`src/rtl/rv_isa_pkg.sv`:
```
// Shared RISC-V encoding constants and the loader state type used by the
// instruction encoder/loader and its field packer.
package rv_isa_pkg;

  localparam int OPC_W   = 7;
  localparam int REG_W   = 5;
  localparam int F3_W    = 3;
  localparam int F7_W    = 7;
  localparam int IMM_W   = 12;
  localparam int INSTR_W = 32;

  localparam logic [OPC_W-1:0] OP_R    = 7'b0110011;
  localparam logic [OPC_W-1:0] OP_I    = 7'b0010011;
  localparam logic [OPC_W-1:0] OP_LOAD = 7'b0000011;
  localparam logic [OPC_W-1:0] OP_S    = 7'b0100011;
  localparam logic [OPC_W-1:0] OP_SB   = 7'b1100011;

  typedef enum logic [1:0] {
    ST_EMPTY = 2'd0,
    ST_PEND  = 2'd1,
    ST_FULL  = 2'd2
  } load_state_e;

endpackage

```
`src/rtl/instr_pack.sv`:
```
// Combinational packer: assembles a 32-bit RISC-V word from its fields and
// flags whether the opcode is one of the supported layouts.
module instr_pack
  import rv_isa_pkg::*;
(
  input  logic [OPC_W-1:0]   opcode_i,
  input  logic [REG_W-1:0]   rd_i,
  input  logic [REG_W-1:0]   rs1_i,
  input  logic [REG_W-1:0]   rs2_i,
  input  logic [F3_W-1:0]    funct3_i,
  input  logic [F7_W-1:0]    funct7_i,
  input  logic [IMM_W-1:0]   imm_i,
  output logic [INSTR_W-1:0] instr_o,
  output logic               legal_o
);

  // SB immediates arrive as imm[12:1], so imm_i[11] is branch bit 12 and imm_i[10] is bit 11.
  always_comb begin
    instr_o = '0;
    legal_o = 1'b1;
    unique case (opcode_i)
      OP_R:          instr_o = {funct7_i, rs2_i, rs1_i, funct3_i, rd_i, opcode_i};
      OP_I, OP_LOAD: instr_o = {imm_i, rs1_i, funct3_i, rd_i, opcode_i};
      OP_S:          instr_o = {imm_i[11:5], rs2_i, rs1_i, funct3_i, imm_i[4:0], opcode_i};
      OP_SB:         instr_o = {imm_i[11], imm_i[9:4], rs2_i, rs1_i, funct3_i,
                                imm_i[3:0], imm_i[10], opcode_i};
      default:       legal_o = 1'b0;
    endcase
  end

endmodule

```
`src/rtl/instr_encoder_loader.sv`:
```
// Encodes field bundles into instruction words and streams them to sequential
// imem addresses through a one-deep output register, stopping after DEPTH words.
module instr_encoder_loader
  import rv_isa_pkg::*;
#(
  parameter int ADDR_W = 5,
  parameter int DEPTH  = 32
) (
  input  logic               clk,
  input  logic               rst_n,
  input  logic               clear_i,
  input  logic               in_valid_i,
  output logic               in_ready_o,
  input  logic [OPC_W-1:0]   opcode_i,
  input  logic [REG_W-1:0]   rd_i,
  input  logic [REG_W-1:0]   rs1_i,
  input  logic [REG_W-1:0]   rs2_i,
  input  logic [F3_W-1:0]    funct3_i,
  input  logic [F7_W-1:0]    funct7_i,
  input  logic [IMM_W-1:0]   imm_i,
  output logic               out_valid_o,
  input  logic               out_ready_i,
  output logic [ADDR_W-1:0]  out_addr_o,
  output logic [INSTR_W-1:0] out_instr_o,
  output logic               full_o,
  output logic               err_illegal_o
);

  localparam logic [ADDR_W:0] DEPTH_P = (ADDR_W + 1)'(DEPTH);
  localparam logic [ADDR_W:0] PTR_ONE = {{ADDR_W{1'b0}}, 1'b1};

  load_state_e        state_q, state_d;
  logic [ADDR_W:0]    wr_ptr_q, wr_ptr_d;
  logic [ADDR_W-1:0]  addr_q, addr_d;
  logic [INSTR_W-1:0] instr_q, instr_d;
  logic               err_q, err_d;

  logic [INSTR_W-1:0] packed_instr;
  logic               legal;
  logic               at_depth;
  logic               accept;
  logic               load;
  logic               xfer;

  instr_pack u_pack (
    .opcode_i (opcode_i),
    .rd_i     (rd_i),
    .rs1_i    (rs1_i),
    .rs2_i    (rs2_i),
    .funct3_i (funct3_i),
    .funct7_i (funct7_i),
    .imm_i    (imm_i),
    .instr_o  (packed_instr),
    .legal_o  (legal)
  );

  assign at_depth   = (wr_ptr_q == DEPTH_P);
  assign in_ready_o = !at_depth &&
                      ((state_q == ST_EMPTY) || ((state_q == ST_PEND) && out_ready_i));
  assign accept     = in_valid_i && in_ready_o;
  assign load       = accept && legal;
  assign xfer       = (state_q == ST_PEND) && out_ready_i;

  // A transfer and a fresh load in the same cycle keep PEND busy with no bubble.
  always_comb begin
    state_d  = state_q;
    wr_ptr_d = wr_ptr_q;
    addr_d   = addr_q;
    instr_d  = instr_q;
    err_d    = err_q;

    if (accept && !legal) begin
      err_d = 1'b1;
    end

    unique case (state_q)
      ST_EMPTY: if (load) state_d = ST_PEND;
      ST_PEND: begin
        if (xfer) begin
          if (load)          state_d = ST_PEND;
          else if (at_depth) state_d = ST_FULL;
          else               state_d = ST_EMPTY;
        end
      end
      ST_FULL: state_d = ST_FULL;
      default: state_d = ST_EMPTY;
    endcase

    if (load) begin
      instr_d  = packed_instr;
      addr_d   = wr_ptr_q[ADDR_W-1:0];
      wr_ptr_d = wr_ptr_q + PTR_ONE;
    end

    if (clear_i) begin
      state_d  = ST_EMPTY;
      wr_ptr_d = '0;
      err_d    = 1'b0;
    end
  end

  always_ff @(posedge clk or negedge rst_n) begin
    if (!rst_n) begin
      state_q  <= ST_EMPTY;
      wr_ptr_q <= '0;
      addr_q   <= '0;
      instr_q  <= '0;
      err_q    <= 1'b0;
    end else begin
      state_q  <= state_d;
      wr_ptr_q <= wr_ptr_d;
      addr_q   <= addr_d;
      instr_q  <= instr_d;
      err_q    <= err_d;
    end
  end

  assign out_valid_o   = (state_q == ST_PEND);
  assign out_addr_o    = addr_q;
  assign out_instr_o   = instr_q;
  assign full_o        = (state_q == ST_FULL);
  assign err_illegal_o = err_q;

endmodule

```
`config.mk`:
```
export PLATFORM = sky130hd
export DESIGN_NAME = instr_encoder_loader
export DESIGN_NICKNAME = d
export VERILOG_FILES = /design/src/rtl/rv_isa_pkg.sv /design/src/rtl/instr_pack.sv /design/src/rtl/instr_encoder_loader.sv
export SDC_FILE = /design/constraint.sdc
export NUM_CORES = 1
export LEC_CHECK = 0
export ABC_AREA = 1
export CAP_MARGIN = 20
export CORE_MARGIN = 10
export CORE_UTILIZATION = 45
export DETAILED_ROUTE_END_ITERATION = 16
export PLACE_DENSITY = 0.81
export SYNTH_ARGS = -nofsm -noshare
export SYNTH_HDL_FRONTEND = slang
export SYNTH_SLANG_ARGS = --single-unit
```
`constraint.sdc`:
```
create_clock -name clk -period 2.04 [get_ports clk]
set_input_delay 0.408 -clock clk [delete_from_list [all_inputs] [get_ports clk]]
set_output_delay 0.408 -clock clk [all_outputs]
set_load 0.005 [all_outputs]
```
==> results.md <==
- Crit-path slowest cell: dfrtp_1
- Netlist cell types: 28
- Status: finished, final reports clean
- Cts bufs inserted: 5
- Area of the multi-input gates: 1140 sq um
- Die Wd: 93.9 um
- R2R Path Start: wr_ptr_q[0]
- P_leak: 1.82 nW
- Commonest cells after routing, fill and taps aside: 126 x nand2_1, 87 x clkdlybuf4s50_1, 59 x nand3_1
- Average wire per standard cell: 14.6 um
- Fin cells: 494
- Period Utilization, post-route: 94.9%
- Pwr dens: 600 nW/um^2
- Post-DP Area: 3500 sq um
- RSZ-0062 raised after global routing: false
- Share of layout cells above drive strength 1: 11.1%
- Synth Register Bits: 46
- Max_cap viols: 0
- Worst hold start: out_instr_o[1]
- Sequential Area: 1150 sq um
- Register-to-Register Path Depth: 10
- Switching power: 0.506 mW
- Grt total ovfl: 0
- Critical path required time: 1.63 ns
- Overall Power: 2.20 mW
- Peak Freq: 0.516 GHz
- Die ar.: 8820 sq um
- Period minus WS final: 1.94 ns
- HP Class: reg -> reg
- Initial antenna violation count: 0
- Relative slew slack: 51.4%
- Final setup violation count: 0
- Mapped Nets: 374
- Critical Path End Type: output pin
- Routed Antenna Nets: 0
- Row cnt: 26
- Post-route design area: 3670 sq um
- Crit path max fanout: 6
- Hold-critical path endpoint: out_instr_o[1]
- Clock Sinks: 46
- Crit path launch type: register
- Vias per cell: 5.08
- Part of the power in the clock network: 36.9%
- Pins over their slew limit: 0
- Final Util: 70.5%
- Internal: 1.70 mW
- Max H-tree Level: 2
- Fillers: 435
- Worst slew pin tran: 0.726 ns
- Worst-Skew Late Latency: 0.30 ns
- Synth Area per Inst: 7.61 sq um
- WHS Path Cells: 1
- CTS Root Cell: clkbuf_8
- Dpl cells: 483
- Largest net degree at the start of global routing: 30
- Initial drt markers: 85
- Initial Util: 47.2%
- Dpl hpwl: 5490 um
- DRC: 0
- Comb pwr share: 17.6%
- Antenna fix cells: 0
- Seq pwr share: 45.6%
- Commonest non-fill, non-tap cell in the layout: nand2_1
- Vias: 2,511
- Setup TNS: 0 ns
- Internal reg-to-reg setup slack: 0.38 ns
- Global Route Usage Sum: 16.9%
- Sw frac: 23.0%
- CTS Buffer Depth: 2
- Yosys warns: 0
- Clk slew on worst S/H paths: 0.09 ns
- Crit-path cells: nor2_2 -> nand2_1 -> nor2_4 -> nor2_2 -> dlygate4sd2_1
- Slowest cell delay on critical path: 0.46 ns
- Synth area leader: dfrtp_1
- Area grow syn2layout: 49.3%
- Nets@finish: 474
- I/O pin cnt: 90
- Delay-heaviest family, CP: simple AND/OR/NAND/NOR gates
- I/O Buffers: 89
- Crit path arrival time: 1.53 ns
- Drt pass-1 iters: 4
- First-pass GRT wire length: 12,200 um
- Clk_skew: 0.00805 ns
- Number of global-route vias before repair: 2,468
- Top cell type's share of synthesized area: 46.8%
- Post-synthesis sequential area ratio: 46.8%
- Peak VDD IR: 0.000284 V
- Final WL: 7210 um
- Die Y: 93.9 um
- Core area: 5200 sq um
- Buffers and inverters on the worst path: 1
- Synthesized instance count: 323
- Reg-to-reg endpoint: wr_ptr_q[2]
- Routability cong.: 0.883
- Mapped Area: 2460 sq um
- CTS tree: built
- Area contributors post-synth: dfrtp_1 47%, nand2_1 19%, nand3_1 12%, nor2_1 2.6%, buf_6 2.3%
- Hold Vio Cnt, Final: 0
- Crit path top cell by count: nor2_2
- CP Class: reg -> out
==> worst max-delay path by stage <==
stage / startpoint / to / slack (ns) / cells past startpoint
floorplan: wr_ptr_q[0] / out_instr_o[11] / 0.57 / 9
global placement: opcode_i[5] / out_instr_o[28] / -0.02 / 7
detailed placement: opcode_i[5] / out_instr_o[10] / -0.09 / 7
CTS: wr_ptr_q[1] / in_ready_o / 0.11 / 6
global route: wr_ptr_q[0] / in_ready_o / 0.02 / 6
finish: wr_ptr_q[2] / in_ready_o / 0.10 / 5
==> cells by family (layout without fill, tap and decap cells) <==
logic type               after synthesis  count (layout)  synth area share (%)
AO/OA/AOI/OAI                         18              18                  4.63
AND/OR/NAND/NOR                      220             220                  39.1
XOR/XNOR                               3               3                  1.07
flip-flops                            46              46                  46.8
buffers and inverters                 34             135                  7.33
adder cells (fa/ha/maj)                2               2                  1.02
==> worst register-to-register path, cell delays in order, from the launching register on <==
cell     delay [ns]
dfrtp_1        0.38
inv_2          0.07
ha_1           0.19
nand2_1        0.13
inv_1          0.06
nand3_1        0.08
nand3_1        0.13
nor2_2         0.18
buf_12         0.20
nand3_1        0.09
nand2_1        0.09
==> power by group through the flow <==
stage	Combinational (mW)	Sequential [mW]	Clock, mW
after floorplan	0.0924	1.03	0
after global placement	0.383	1.02	0
after detailed placement	0.390	1.02	0
after CTS	0.393	1.00	0.827
after global routing	0.424	1.01	0.869
final	0.387	1.00	0.812
==> per-stage QoR <==
stage,hold WS (ns),setup WS (ns)
5_1_grt,0.494,0.0220
2_1_floorplan,0.112,0.570
3_3_place_gp,0.308,-0.0237
6_report,0.475,0.103
4_1_cts,0.480,0.108
3_5_place_dp,0.310,-0.0884
==> timing repair <==
action                                  in CTS  in global routing
resized for setup                            4                  2
endpoints found under the hold margin       12                  0
endpoints found under the setup margin       1                  1
hold buffers                                 1                  0
buffers inserted                             2                  0
cloned                                       0                  0
==> area by class of cell <==
cell class                      count  share of cell area (%)
Tap cell                           70                    2.39
Clock inverter                      3                    1.87
Timing Repair Buffer              109                    29.6
Clock buffer                        5                    1.87
Multi-Input combinational cell    243                    31.0
Sequential cell                    46                    31.4
Inverter                           18                    1.84
==> metal layers <==
metal	routed length [um]	part of all wire (%)	vias to the layer above	track usage, %
met3	688	9.5	6	6.31
met2	3430	48	116	27.3
met1	3040	42	1146	20.7
met5	0	0	-	0
li1	-	-	1243	-
met4	58	0.80	0	4.43
==> cell usage after synthesis, drive strengths merged <==
library cell  instances
nand2               127
nand3                60
dfrtp                46
nor2                 20
inv                  18
buf                  15
o21ai                12
nand4                 6
a21oi                 4
nand3b                3
ha                    2
nor3                  2
or2                   2
xor2                  2
clkbuf                1
o211ai                1
o21bai                1
xnor2                 1
==> state kept, by name, summed over array words and instances (netlist names) <==
| name | count |
|---|---|
| out_instr_o | 32 |
| wr_ptr_q | 6 |
| out_addr_o | 5 |
| state_q | 2 |
| err_illegal_o | 1 |
No activity file was read; power rests on OpenSTA's default activity.
